## config.mk

```make
export PLATFORM = sky130hd
export DESIGN_NAME = hazard_scoreboard
export DESIGN_NICKNAME = d
export VERILOG_FILES = /design/src/rtl/hazard_scoreboard_pkg.sv /design/src/rtl/hazard_scoreboard_sat_counter.sv /design/src/rtl/hazard_scoreboard.sv
export SDC_FILE = /design/constraint.sdc
export NUM_CORES = 1
export LEC_CHECK = 0
export CAP_MARGIN = 20
export CORE_MARGIN = 2
export CORE_UTILIZATION = 55
export CTS_CLUSTER_SIZE = 10
export DETAILED_ROUTE_END_ITERATION = 10
export GPL_TIMING_DRIVEN = 0
export PLACE_DENSITY = 0.95
export SYNTH_ARGS = -nofsm -noshare
export SYNTH_HDL_FRONTEND = slang
export SYNTH_SLANG_ARGS = --single-unit
```

## constraint.sdc

```tcl
create_clock -name CLK -period 5.1 [get_ports CLK]
set_clock_uncertainty 0.1 [all_clocks]
set_input_delay 0.765 -clock CLK [delete_from_list [all_inputs] [get_ports CLK]]
set_output_delay 0.765 -clock CLK [all_outputs]
set_load 0.05 [all_outputs]
```

## src/rtl/hazard_scoreboard_pkg.sv

```systemverilog
// Shared types for the hazard/forwarding scoreboard: slot record, forward-select
// encodings and the common source-match helper.
package hazard_scoreboard_pkg;

  // Slot addresses are stored at a fixed width wide enough for any REG_AW used (<= 8).
  localparam int SB_AW = 8;
  typedef logic [SB_AW-1:0] sb_addr_t;

  localparam sb_addr_t REG_ZERO = '0;

  typedef enum logic [2:0] {
    FWD_IDEX = 3'd0,
    FWD_S1   = 3'd1,
    FWD_S2   = 3'd2,
    FWD_S3   = 3'd3,
    FWD_S4   = 3'd4,
    FWD_S5   = 3'd5
  } fwd_sel_e;

  typedef struct packed {
    logic     valid;
    logic     wr_en;
    sb_addr_t wr_addr;
    logic     is_load;
    sb_addr_t rs;
    sb_addr_t rt;
    logic     use_rs;
    logic     use_rt;
  } slot_t;

  function automatic logic src_match(input slot_t s, input logic use_src, input sb_addr_t src);
    return s.valid && s.wr_en && use_src && (src != REG_ZERO) && (src == s.wr_addr);
  endfunction

endpackage

```

## src/rtl/hazard_scoreboard_sat_counter.sv

```systemverilog
// Saturating up-counter used for the stall and flush performance counters.
module sat_counter #(
  parameter int CNT_W = 16
) (
  input  logic             clk,
  input  logic             rst_n,
  input  logic             inc,
  output logic [CNT_W-1:0] cnt
);

  logic [CNT_W-1:0] cnt_q, cnt_d;

  // NOTE: every variable written in always_comb gets a default first, so no latch is inferred.
  always_comb begin
    cnt_d = cnt_q;
    if (inc && (cnt_q != '1)) cnt_d = cnt_q + CNT_W'(1);
  end

  // NOTE: state registers use non-blocking assignments only.
  always_ff @(posedge clk or negedge rst_n) begin
    if (!rst_n) cnt_q <= '0;
    else        cnt_q <= cnt_d;
  end

  assign cnt = cnt_q;

endmodule

```

## src/rtl/hazard_scoreboard.sv

```systemverilog
// Hazard and forwarding controller beside the ID stage: a shift-register scoreboard of
// in-flight writes drives stall, flush, EX forward selects and ID bypass.
module hazard_scoreboard
  import hazard_scoreboard_pkg::*;
#(
  parameter int REG_AW  = 5,
  parameter int DEPTH   = 3,
  parameter int BR_SLOT = 1,
  parameter bit FWD_EN  = 1'b1,
  parameter int CNT_W   = 16
) (
  input  logic              CLK,
  input  logic              RST,
  input  logic              id_valid,
  input  logic [REG_AW-1:0] id_rs,
  input  logic [REG_AW-1:0] id_rt,
  input  logic              id_use_rs,
  input  logic              id_use_rt,
  input  logic              id_wr_en,
  input  logic [REG_AW-1:0] id_wr_addr,
  input  logic              id_is_load,
  input  logic              br_taken,
  output logic              stall,
  output logic              flush,
  output logic [2:0]        fwd_a,
  output logic [2:0]        fwd_b,
  output logic              byp_a,
  output logic              byp_b,
  output logic [CNT_W-1:0]  stall_cnt,
  output logic [CNT_W-1:0]  flush_cnt
);

  slot_t    slot_q [DEPTH];
  slot_t    slot_d [DEPTH];
  sb_addr_t id_rs_x, id_rt_x;
  logic     raw_hazard;
  fwd_sel_e fwd_a_sel, fwd_b_sel;

  assign id_rs_x = sb_addr_t'(id_rs);
  assign id_rt_x = sb_addr_t'(id_rt);

  always_comb begin
    flush      = br_taken && slot_q[BR_SLOT].valid;
    raw_hazard = 1'b0;
    if (FWD_EN) begin
      // Only a load still in EX cannot be forwarded in time.
      raw_hazard = slot_q[0].is_load &&
                   (src_match(slot_q[0], id_use_rs, id_rs_x) ||
                    src_match(slot_q[0], id_use_rt, id_rt_x));
    end else begin
      for (int k = 0; k < DEPTH - 1; k++) begin
        if (src_match(slot_q[k], id_use_rs, id_rs_x) ||
            src_match(slot_q[k], id_use_rt, id_rt_x)) raw_hazard = 1'b1;
      end
    end
    stall = raw_hazard && !flush;
  end

  always_comb begin
    fwd_a_sel = FWD_IDEX;
    fwd_b_sel = FWD_IDEX;
    if (FWD_EN) begin
      // Scan oldest to youngest so the youngest match is the one left standing.
      for (int k = DEPTH - 1; k >= 1; k--) begin
        if (!slot_q[k].is_load || k >= 2) begin
          if (src_match(slot_q[k], slot_q[0].use_rs, slot_q[0].rs)) fwd_a_sel = fwd_sel_e'(3'(k));
          if (src_match(slot_q[k], slot_q[0].use_rt, slot_q[0].rt)) fwd_b_sel = fwd_sel_e'(3'(k));
        end
      end
    end
  end

  assign fwd_a = fwd_a_sel;
  assign fwd_b = fwd_b_sel;
  assign byp_a = src_match(slot_q[DEPTH-1], id_use_rs, id_rs_x);
  assign byp_b = src_match(slot_q[DEPTH-1], id_use_rt, id_rt_x);

  always_comb begin
    slot_d[0] = '0;
    if (id_valid && !stall && !flush) begin
      slot_d[0].valid   = 1'b1;
      slot_d[0].wr_en   = id_wr_en;
      slot_d[0].wr_addr = sb_addr_t'(id_wr_addr);
      slot_d[0].is_load = id_is_load;
      slot_d[0].rs      = id_rs_x;
      slot_d[0].rt      = id_rt_x;
      slot_d[0].use_rs  = id_use_rs;
      slot_d[0].use_rt  = id_use_rt;
    end
    for (int k = 1; k < DEPTH; k++) slot_d[k] = slot_q[k-1];
    if (flush) begin
      for (int k = 0; k < BR_SLOT; k++) slot_d[k] = '0;
    end
  end

  always_ff @(posedge CLK or negedge RST) begin
    if (!RST) begin
      for (int k = 0; k < DEPTH; k++) slot_q[k] <= '0;
    end else begin
      slot_q <= slot_d;
    end
  end

  sat_counter #(.CNT_W(CNT_W)) u_stall_cnt (
    .clk   (CLK),
    .rst_n (RST),
    .inc   (stall),
    .cnt   (stall_cnt)
  );

  sat_counter #(.CNT_W(CNT_W)) u_flush_cnt (
    .clk   (CLK),
    .rst_n (RST),
    .inc   (flush),
    .cnt   (flush_cnt)
  );

endmodule

```

==> results of run 1 <==
cells in the mapped netlist (all sizes together):
cell	count
a211oi	1
a21oi	1
a31o	1
a31oi	1
and2	21
and3	7
and3b	1
and4	4
buf	6
clkbuf	5
conb	1
dfrtp	67
ha	2
inv	3
mux2	1
nand2	22
nand3	6
nand4	19
nor2	4
nor3	4
nor4	6
o211a	1
o21ai	5
or4	9
or4b	1
xnor2	53
xor2	17
state kept, by name, summed over array words and instances (netlist names):
name             count
u_flush_cnt.cnt     16
slot_d              28
slot_q               7
u_stall_cnt.cnt     16
layer usage:
layer / routed length (µm) / track usage [%] / vias to the layer above
met2: 3210 / 37.5 / 78
met5: 0 / 0 / -
met1: 2710 / 28.7 / 1112
met4: 138 / 11.4 / 0
li1: - / - / 1074
met3: 491 / 6.25 / 17
power by group through the flow:
stage	clock, µW	combinational (µW)	sequential, µW
finish	422	219	603
global placement	0	213	610
CTS	432	221	602
floorplan	0	76.5	665
global route	455	235	607
detailed placement	0	220	611
critical path: stages:
cell and delay, ns:
sky130_fd_sc_hd__clkdlybuf4s50_1 0.59, sky130_fd_sc_hd__or4_1 0.16, sky130_fd_sc_hd__o21ai_1 0.10, sky130_fd_sc_hd__or4_4 0.58, sky130_fd_sc_hd__and2_4 0.16, sky130_fd_sc_hd__buf_6 0.12, sky130_fd_sc_hd__nor3_1 0.18, sky130_fd_sc_hd__clkdlybuf4s50_1 0.84
worst paths after layout:
kind	from	slack (ns)	depth (start not counted)	to
max in group asynchronous	RST	3.96	1	slot_d[51]
worst max register to register	u_stall_cnt.cnt[0]	2.68	9	u_stall_cnt.cnt[13]
worst min register to register	slot_d[56]	0.28	0	slot_d[27]
min in group asynchronous	RST	0.41	1	u_stall_cnt.cnt[10]
worst max-delay path	id_rs[0]	0.74	8	stall
worst min-delay path	slot_d[56]	0.28	0	slot_d[27]
metrics by stage:
step           utilization (%)  std cells  total power (µW)  area [µm²]  hold WS [ns]
6_report                  72.8        420              1250        3990         0.284
5_1_grt                   72.8        420              1300        3990         0.295
4_1_cts                   72.8        420              1250        3990         0.283
3_5_place_dp              69.3        404               831        3790         0.260
3_3_place_gp              69.3        404               822        3790         0.253
2_1_floorplan                -        270               742        3080         0.247
cells by family after synthesis:
| kind of cell | Yosys count |
|---|---|
| buf+inv | 14 |
| fa+ha+maj | 2 |
| mux | 1 |
| other cells | 1 |
| simple gates | 104 |
| flops | 67 |
| compound gates | 10 |
| xor+xnor | 70 |
final cells by class:
cell class | count | area, µm²
flip-flops and latches | 67 | 1680
fillers | 383 | 1490
multi-input cells | 189 | 1340
repair buffers | 62 | 618
clock buffers | 11 | 141
well taps | 72 | 90.1
plain buffers | 11 | 60.1
clock inverters | 5 | 52.6
inverters | 3 | 11.3
==> impl_metrics.sql, run 1 <==
INSERT INTO impl_metrics (metric_group, metric, value, unit) VALUES
('drt', 'wl_per_cell', '15.6', 'µm'),
('global_routing', 'grt_util_all_layers', '23.1', '%'),
('drt', 'ant_nets', '0', ''),
('clocking', 'post_cts_resize_count', '0', ''),
('sta', 'maxSlewHeadroom', '45.9', '%'),
('place', 'routabilityCongestion', '0.939', ''),
('clocking', 'clk_path_buf_depth', '2', ''),
('place', 'post-place-ws', '0.776', 'ns'),
('critical_path', 'required_time_at_the_endpoint_of_the_critical_path', '4.24', 'ns'),
('clocking', 'post-cts-setup-buffer-count', '0', ''),
('clocking', 'clock_tree_from_tritoncts', 'done', ''),
('logic_synthesis', 'synthCells', '269', ''),
('logic_synthesis', 'largest_family_of_logic_cells_by_synthesized_area', 'XOR/XNOR gates', ''),
('critical_path', 'setup.worst_path.class', 'in2out', ''),
('floorplanning', 'initial_util', '56.3', '%'),
('sta', 'timing.final.crit_period', '4.36', 'ns'),
('floorplanning', 'fp.dieW', '78.8', 'µm'),
('floorplanning', 'design.die.area', '6210', 'µm²'),
('logic_synthesis', 'synth_compound_area_share', '2.19', '%'),
('sta', 'setup_viol', '0', ''),
('power', 'clkPwrFrac', '33.9', '%'),
('sta', 'rsz_0062_raised_after_global_routing', 'false', ''),
('logic_synthesis', 'post_synth_num_cell_types', '32', ''),
('drt', 'detail_route.drc_violations', '0', ''),
('place', 'dpl.hpwl', '4770', 'µm'),
('logic_synthesis', 'yosys-top-cells-area', 'sky130_fd_sc_hd__dfrtp_1, sky130_fd_sc_hd__xnor2_1, sky130_fd_sc_hd__xor2_1', ''),
('run_status', 'result_of_the_run', 'completed', ''),
('flow_run', 'max_cap_viol_count', '0', ''),
('place', 'buffer_ports.inserted', '62', ''),
('floorplanning', 'floorplan.die.height', '78.8', 'µm'),
('finish', 'final_common_cell', 'sky130_fd_sc_hd__dfrtp_1', ''),
('clocking', 'tritoncts_num_sinks', '67', ''),
('logic_synthesis', 'synth.ff_latch_count', '67', ''),
('finish', 'leading_cell_types_in_the_layout_fill_and_taps_excluded', 'sky130_fd_sc_hd__dfrtp_1, sky130_fd_sc_hd__clkdlybuf4s50_1, sky130_fd_sc_hd__xnor2_1, sky130_fd_sc_hd__nand2_1, sky130_fd_sc_hd__and2_1', ''),
('critical_path', 'cp_data_arrival_time', '3.49', 'ns'),
('global_routing', 'grt_pass1_wl', '10900', 'µm'),
('clocking', 'cts_made_buffers', '9', ''),
('logic_synthesis', 'synth_fa_ha_area_share', '0.813', '%'),
('global_routing', 'first_global_vias', '2334', ''),
('power', 'leakage', '0.00173', 'µW'),
('sta', 'number_of_hold_slack_violations_in_the_final_timing_report', '0', ''),
('drt', 'routed_via_density', '5.43', ''),
('logic_synthesis', 'post_synth.cell_area_avg', '11.4', 'µm²'),
('drt', 'drtPass1Iterations', '4', ''),
('logic_synthesis', 'mappedNetlistArea', '3080', 'µm²'),
('finish', 'antenna_cells', '0', ''),
('sta', 'postLayoutSetupSlackWorst', '0.744', 'ns'),
('clocking', 'cts-root-buf', 'sky130_fd_sc_hd__clkbuf_8', ''),
('logic_synthesis', 'ys.warnings.count', '0', ''),
('drt', 'detail_route.iter0.violations', '157', ''),
('clocking', 'post_cts_clock_slew_at_the_launch_and_capture_registers_of_the_worst_setup_and_hold_paths', '0.07', 'ns'),
('floorplanning', 'core_area', '5470', 'µm²'),
('sta', 'layout_worst_path_cycle_share', '85.4', '%'),
('global_routing', 'initial_antenna_violation_count', '0', ''),
('floorplanning', 'top_level_ports', '65', ''),
('logic_synthesis', 'post-synth-top-area-fraction', '54.4', '%'),
('logic_synthesis', 'post-synth-top-area-cell', 'sky130_fd_sc_hd__dfrtp_1', ''),
('drt', 'postRouteWirelength', '6550', 'µm'),
('clocking', 'post_cts_hold_buffer_count', '0', ''),
('logic_synthesis', 'synth_seq_area_share', '54.4', '%'),
('power', 'seqPwrFrac', '48.5', '%'),
('critical_path', 'path_max_fanout', '7', ''),
('worst_hold_path', 'path_class_of_the_lowest_slack_min_delay_path', 'reg2reg', ''),
('sta', 'timing.fmax', '230', 'MHz'),
('finish', 'finalNetCount', '368', ''),
('power', 'p_switching', '355', 'µW'),
('global_routing', 'overflow', '0', ''),
('finish', 'area_growth_syn_to_layout', '29.4', '%'),
('critical_path', 'critPathLaunchType', 'input port', ''),
('logic_synthesis', 'synthSimpleGateAreaFrac', '19.8', '%'),
('drt', 'vias', '2281', '');
No activity file was read; power rests on OpenSTA's default activity.
==> run 2: changes to the inputs <==
Settings changed: CTS_CLUSTER_SIZE 10 to 16.
==> results of run 2 <==
Final layout, timing and power as in run 1 (identical DEF).
